### src/rtl/ar_gearbox_pkg.sv
// Shared definitions for the FIFO unload gearbox: default widths, the
// lane-index type and a constant log2 helper used for parameter sizing.
package ar_gearbox_pkg;

    // Default FIFO word width and output lane width.
    localparam int DEF_IN_WIDTH  = 128;
    localparam int DEF_OUT_WIDTH = 32;
    localparam int DEF_RATIO     = DEF_IN_WIDTH / DEF_OUT_WIDTH;
    localparam int DEF_L2RATIO   = 2;

    // Lane index for the default geometry.
    typedef logic [DEF_L2RATIO-1:0] lane_idx_t;

    // Ceiling log2, usable in parameter expressions.
    function automatic int clog2(input int value);
        int r;
        r = 0;
        while ((32'sd1 << r) < value) begin
            r = r + 1;
        end
        return r;
    endfunction

endpackage

### src/rtl/ar_fifo_unload_gearbox.sv
// Dequeue-side reader for a show-ahead FIFO. Each wide FIFO word is parked
// in a holding register and emitted as ratio narrow lanes, least significant
// lane first, over a valid/ready stream. The next word is popped in the
// same cycle the last lane is accepted, so lanes flow with no bubbles.
module ar_fifo_unload_gearbox
    import ar_gearbox_pkg::*;
#(
    parameter int in_width  = DEF_IN_WIDTH,   // must be a multiple of out_width
    parameter int out_width = DEF_OUT_WIDTH,
    parameter int ratio     = in_width / out_width,  // must be >= 2
    parameter int l2ratio   = clog2(ratio)
) (
    input  logic                 CLK,
    input  logic                 RST_N,
    input  logic                 CLR,
    input  logic                 EMPTY_N,
    input  logic [in_width-1:0]  D_IN,
    output logic                 DEQ,
    output logic                 OUT_VALID,
    input  logic                 OUT_READY,
    output logic [out_width-1:0] OUT_DATA,
    output logic                 OUT_FIRST,
    output logic                 OUT_LAST,
    output logic [31:0]          WORD_COUNT
);

    localparam logic [l2ratio-1:0] LANE_LAST = l2ratio'(ratio - 1);
    localparam logic [l2ratio-1:0] LANE_ZERO = '0;
    localparam logic [l2ratio-1:0] LANE_ONE  = l2ratio'(1);

    logic [in_width-1:0] hreg_r;
    logic                hvalid_r;
    logic [l2ratio-1:0]  lane_r;
    logic [31:0]         wcnt_r;

    logic                lane_last_s;
    logic                acc_s;
    logic                drain_s;
    logic                deq_s;

    // Handshake decode: lane acceptance, word drain and FIFO pop request.
    always_comb begin
        lane_last_s = 1'b0;
        acc_s       = 1'b0;
        drain_s     = 1'b0;
        deq_s       = 1'b0;
        lane_last_s = (lane_r == LANE_LAST);
        acc_s       = hvalid_r && OUT_READY;
        drain_s     = hvalid_r && lane_last_s && OUT_READY;
        // Pop when the holding register is free now or frees this cycle;
        // a clear suppresses the pop so no word is lost to the flush.
        if (EMPTY_N && !CLR) begin
            deq_s = !hvalid_r || drain_s;
        end else begin
            deq_s = 1'b0;
        end
    end

    // Occupancy, lane index and completed-word counter.
    always_ff @(posedge CLK or negedge RST_N) begin
        if (!RST_N) begin
            hvalid_r <= 1'b0;
            lane_r   <= LANE_ZERO;
            wcnt_r   <= 32'd0;
        end else if (CLR) begin
            hvalid_r <= 1'b0;
            lane_r   <= LANE_ZERO;
            wcnt_r   <= 32'd0;
        end else begin
            if (deq_s) begin
                hvalid_r <= 1'b1;
                lane_r   <= LANE_ZERO;
            end else if (drain_s) begin
                hvalid_r <= 1'b0;
                lane_r   <= LANE_ZERO;
            end else if (acc_s) begin
                lane_r   <= lane_r + LANE_ONE;
            end else begin
                lane_r   <= lane_r;
            end
            if (drain_s) begin
                wcnt_r <= wcnt_r + 32'd1;   // wraps naturally at 2^32
            end else begin
                wcnt_r <= wcnt_r;
            end
        end
    end

    // Holding register: data only, loaded on pop; contents are irrelevant
    // while hvalid_r is low, so it carries no reset.
    always_ff @(posedge CLK) begin
        if (deq_s) begin
            hreg_r <= D_IN;
        end else begin
            hreg_r <= hreg_r;
        end
    end

    assign DEQ        = deq_s;
    assign OUT_VALID  = hvalid_r;
    assign OUT_DATA   = hreg_r[lane_r*out_width +: out_width];
    assign OUT_FIRST  = (lane_r == LANE_ZERO);
    assign OUT_LAST   = lane_last_s;
    assign WORD_COUNT = wcnt_r;

endmodule
### config.mk
export PLATFORM = sky130hd
export DESIGN_NAME = ar_fifo_unload_gearbox
export DESIGN_NICKNAME = d
export VERILOG_FILES = /design/src/rtl/ar_gearbox_pkg.sv /design/src/rtl/ar_fifo_unload_gearbox.sv
export SDC_FILE = /design/constraint.sdc
export NUM_CORES = 1
export LEC_CHECK = 0
export CORE_ASPECT_RATIO = 1.4
export CORE_UTILIZATION = 50
export CTS_CLUSTER_SIZE = 20
export DETAILED_ROUTE_END_ITERATION = 10
export GPL_TIMING_DRIVEN = 0
export PLACE_DENSITY = 0.91
export SETUP_SLACK_MARGIN = 0.4
export SLEW_MARGIN = 20
export SYNTH_ARGS = -nofsm -noshare
export SYNTH_HDL_FRONTEND = slang
export SYNTH_SLANG_ARGS = --single-unit
### constraint.sdc
create_clock -name CLK -period 14.88 [get_ports CLK]
set_clock_uncertainty 0.05 [all_clocks]
set_input_delay 1.488 -clock CLK [delete_from_list [all_inputs] [get_ports CLK]]
set_output_delay 1.488 -clock CLK [all_outputs]
set_load 0.03 [all_outputs]
---- Word-level counts from Yosys, hierarchy flattened ----
Index checks and enable logic that the tools add are counted.
word-level totals
  register bits ........................... 163
  input bits .............................. 133
  output and inout bits ................... 68
  logic and storage cells ................. 29
operators by class
  add/sub/neg operators ................... 2
  equal/unequal tests ..................... 1
  shift operators ......................... 1
  multiplexer cells ....................... 10
  reductions and logical operators ........ 11
operators with widths
  kind                                            count
  indexed part select 128 x 8 -> 32 bit           1
  2-to-1 mux 32 bit                               2
  adder 32 x 1 -> 32 bit (second input constant)  1
  2-to-1 mux 2 bit                                4
  logical AND 1 bit                               4
  2-to-1 mux 1 bit                                4
  nonzero test 4 bit                              1
  nonzero test 3 bit                              1
  adder 2 x 1 -> 2 bit (second input constant)    1
  == test 2 bit (second input constant)           1
  logical NOT 1 bit                               2
  logical NOT 2 bit                               1
  nonzero test 2 bit                              1
  logical OR 1 bit                                1

---- Longest topological paths before layout ----
  depth after elaboration ................. 7
  depth in mapped cells ................... 7
  gate-level depth less buffers ........... 5

---- Least setup slack after synthesis ----
Ideal clock, no wire load.
  path type ............................... in2out
  from .................................... input port CLR
  to ...................................... output port DEQ
  data arrival time ....................... 7.600 ns
  path slack .............................. 5.742 ns
  stages .................................. 3
  cell sequence ........................... clkbuf_1 -> clkbuf_1 -> nor2_1
between the ends
  longest elaborated chain between the ends .. 3
RTL lines
  element            RTL line                      source
  start, declared    ar_fifo_unload_gearbox.sv:15  input logic CLR,
  logical NOT 1 bit  ar_fifo_unload_gearbox.sv:52  if (EMPTY_N && !CLR) begin
  logical AND 1 bit  ar_fifo_unload_gearbox.sv:52
  2-to-1 mux 1 bit   ar_fifo_unload_gearbox.sv:52
  end, declared      ar_fifo_unload_gearbox.sv:18  output logic DEQ,
No other way between the ends.

---- Worst setup path after layout ----
Same ends and word-level chain as after synthesis.

==> PnR_summary.wiki <==
{| class="wikitable"
! Metric !! Value
|-
| Total power density per cell area || 110 nW/um^2
|-
| Transition time at the pin with the least slew margin || 0.806 ns
|-
| Combinational fraction of design power || 0.089
|-
| Gp weighted congestion || 0.830
|-
| Slew margin rel. || 0.460
|-
| Crit. End Element || output pin
|-
| Via count of the first global-routing pass || 4574
|-
| DIE HEIGHT || 137 um
|-
| # hold bufs at CTS || 0
|-
| Sequential cell area || about 4700 um^2
|-
| Crit path kind || primary input to output pin
|-
| Data required time at the worst endpoint || around 13 ns
|-
| Area of the multi-input gates || 1660 um^2
|-
| Highest achievable clock rate || 0.176 GHz
|-
| Detailed Routing Iterations Pass 1 || 8
|-
| Internal Dissipation || about 800 uW
|-
| Ports placed on the boundary || ~200
|-
| DRC errors left || 10
|-
| Peak fanout along the critical path || 26
|-
| Die Area || 13400 um^2
|-
| Beginning of the worst register-to-register path || lane_r[0]
|-
| Maximum number of pins on one net before global-route repair || 31
|-
| Antenna violations before repair || 0
|-
| Synthesis-stage register bit count || between 150 and 200
|-
| Total CTS buffers || 17
|-
| Iteration-0 DRC count of the detailed router || approximately 260
|-
| Number of distinct library cells after synthesis || 32
|-
| Number of antenna cells inserted || 0
|-
| Clock network fraction of total power || 0.410
|-
| Maximum clock path buffer count || 2
|-
| Status || finished with violations
|-
| Post-Route WL || about 15000 um
|-
| Max-capacitance violation count || 0
|-
| Seq pwr share || 0.501
|-
| Final net count || 728
|-
| Latest clock arrival within the worst-skew pair || 0.41 ns
|-
| Lkg Pwr || 3.18 nW
|-
| Crit path from || CLR
|-
| Placeable core region || 12500 um^2
|-
| Violated checks || design-rule violations
|-
| Arrival time at the worst endpoint || 4.14 ns
|-
| Post-route clock period utilization || 0.382
|-
| Dpl cell area || 8770 um^2
|-
| # Post-CTS Setup Buffers || 0
|-
| Synth warn || 0
|-
| Number of resized instances in the post-cts repair step || 0
|-
| Sink Count || between 150 and 200
|-
| Register area share after synthesis || 0.730
|-
| Global routing met3 resource utilization || 0.0638
|-
| Post-Synthesis Cell Area || 6470 um^2
|-
| Worst setup slack for register-to-register paths || roughly 13 ns
|-
| Met2 routing resource usage after global routing || 0.428
|-
| Util after Layout || 0.748
|-
| Fraction of final layout cells sized beyond drive strength 1 || 0.129
|-
| Cell at the root of the clock tree || clkbuf_16
|-
| Hold Crit Start || WORD_COUNT[30]
|-
| Switching fraction of total power || 0.221
|-
| CTS tree || built
|-
| Number of buffers added on ports || 200
|-
| Global Route Usage Sum || 0.240
|-
| Post-detailed-route count of antenna-violating nets || 0
|-
| Vias per inst || approximately 5.7
|-
| Largest voltage drop on the vdd net || 0.000116 V
|-
| Prevailing post-synth register cell || edfxtp_1
|-
| Number of fill cells in the layout || between 700 and 800
|-
| Switching power || 227 uW
|-
| Post-synthesis instance total || 368
|-
| Placed instance count || about 720
|-
| Layer carrying the most global-route usage || met2
|-
| Row cnt || 48
|-
| Tmin final || 5.68 ns
|-
| Met1 GRT Util || 0.266
|-
| Wire length of the first global-routing pass || about 24000 um
|-
| Routed WL per cell || 20.1 um
|-
| Critical path launch point type || primary input
|-
| Initial Utilization || 0.518
|-
| Path type of the worst min-delay path || flop to flop
|-
| Final Max Tran Viols || 0
|-
| Vias after detailed routing || between 4000 and 5000
|-
| Layout overhead on the synthesized area || 44.4%
|-
| Leading cell type in the layout, fill and taps excluded || clkdlybuf4s50_1
|-
| Average size of a mapped cell || 17.6 um^2
|-
| Post-Layout Cell Count || 754
|-
| Number of enable-type register cells in the synthesized netlist || 128
|-
| Final hold violation count || 0
|-
| H-Tree Depth || 4
|-
| Die width || 98.1 um
|-
| Aggregate negative setup slack || 0 ns
|-
| RSZ-0062 raised after global routing || no
|-
| Synthesized Nets || 504
|-
| Final-report setup violation count || 0
|-
| Total overflow reported by the global router || 0
|-
| Reg clk slew, reported paths || roughly 0.060 ns
|-
| Layout Cell Area excl Fill || 9340 um^2
|-
| Top library cells by usage in the layout, fill and taps aside || 199 x clkdlybuf4s50_1, 128 x edfxtp_1, 35 x dfrtp_1
|-
| Post-synth ARST share || 0.215
|-
| HPWL after detailed placement || approximately 11000 um
|}
path summary, 6_finish.rpt:
check                                       to  cells past startpoint
worst max-delay path                       DEQ                      6
worst min register to register  WORD_COUNT[30]                      2
max in group asynchronous            lane_r[0]                      2
min in group asynchronous       WORD_COUNT[23]                      1
worst max register to register       lane_r[1]                      6
worst min-delay path            WORD_COUNT[30]                      2
cell usage after synthesis, types with 6 or more instances:
cell type	instances	share of area
nand3_1	6	0.0046
a21oi_1	21	0.016
xor2_1	6	0.0081
o31ai_1	15	0.017
and3_1	7	0.0068
nand4_1	12	0.012
nand2_1	19	0.011
mux4_2	32	0.11
or4_1	16	0.019
clkbuf_1	11	0.0064
nor2_1	15	0.0087
dfrtp_1	35	0.14
edfxtp_1	128	0.59
critical path, stage by stage:
cell and delay, ns:
clkdlybuf4s50_1 0.44, clkbuf_1 0.26, clkbuf_1 0.31, nor2_4 0.63, buf_12 0.28, clkdlybuf4s50_1 0.71
sequential cells by signal, summed over array words and instances (netlist names):
register,cells
OUT_VALID,1
WORD_COUNT,32
hreg_r,128
lane_r,2
per-layer routing:
layer | part of all wire | up-vias
li1 | - | 1935
met1 | 0.35 | 2097
met2 | 0.55 | 203
met3 | 0.067 | 33
met4 | 0.032 | 0
met5 | 0 | -
through the flow:
stage | setup slack (ns) | power [mW] | hold WS [ns]
floorplan | 5.74 | 0.557 | 0.643
global placement | 2.32 | 0.610 | 0.499
detailed placement | 9.22 | 0.614 | 0.518
CTS | 9.19 | 1.03 | 0.527
global route | 9.06 | 1.05 | 0.558
finish | 9.20 | 1.02 | 0.525
cells by family after synthesis:
kind of cell / after synthesis / synth area share
buf+inv: 23 / 0.0153
fa+ha+maj: 3 / 0.00581
mux: 33 / 0.113
xor+xnor: 11 / 0.0149
compound gates: 43 / 0.0402
flops: 163 / 0.730
simple gates: 92 / 0.0807
power groups by stage:
stage               Clock, mW  Sequential, mW  Combinational, mW
finish                  0.419           0.512             0.0912
global route            0.444           0.513             0.0963
CTS                     0.427           0.512             0.0922
detailed placement          0           0.522             0.0917
global placement            0           0.525             0.0856
floorplan                   0           0.524             0.0333
area by class of cell:
cell class / count / share of cell area
multi-input cells: 182 / 0.177
plain buffers: 18 / 0.00857
well taps: 150 / 0.0201
flip-flops and latches: 163 / 0.505
inverters: 5 / 0.00201
clock inverters: 14 / 0.0150
repair buffers: 205 / 0.226
clock buffers: 17 / 0.0456
Note: power is estimated with default switching activity, not from simulation.
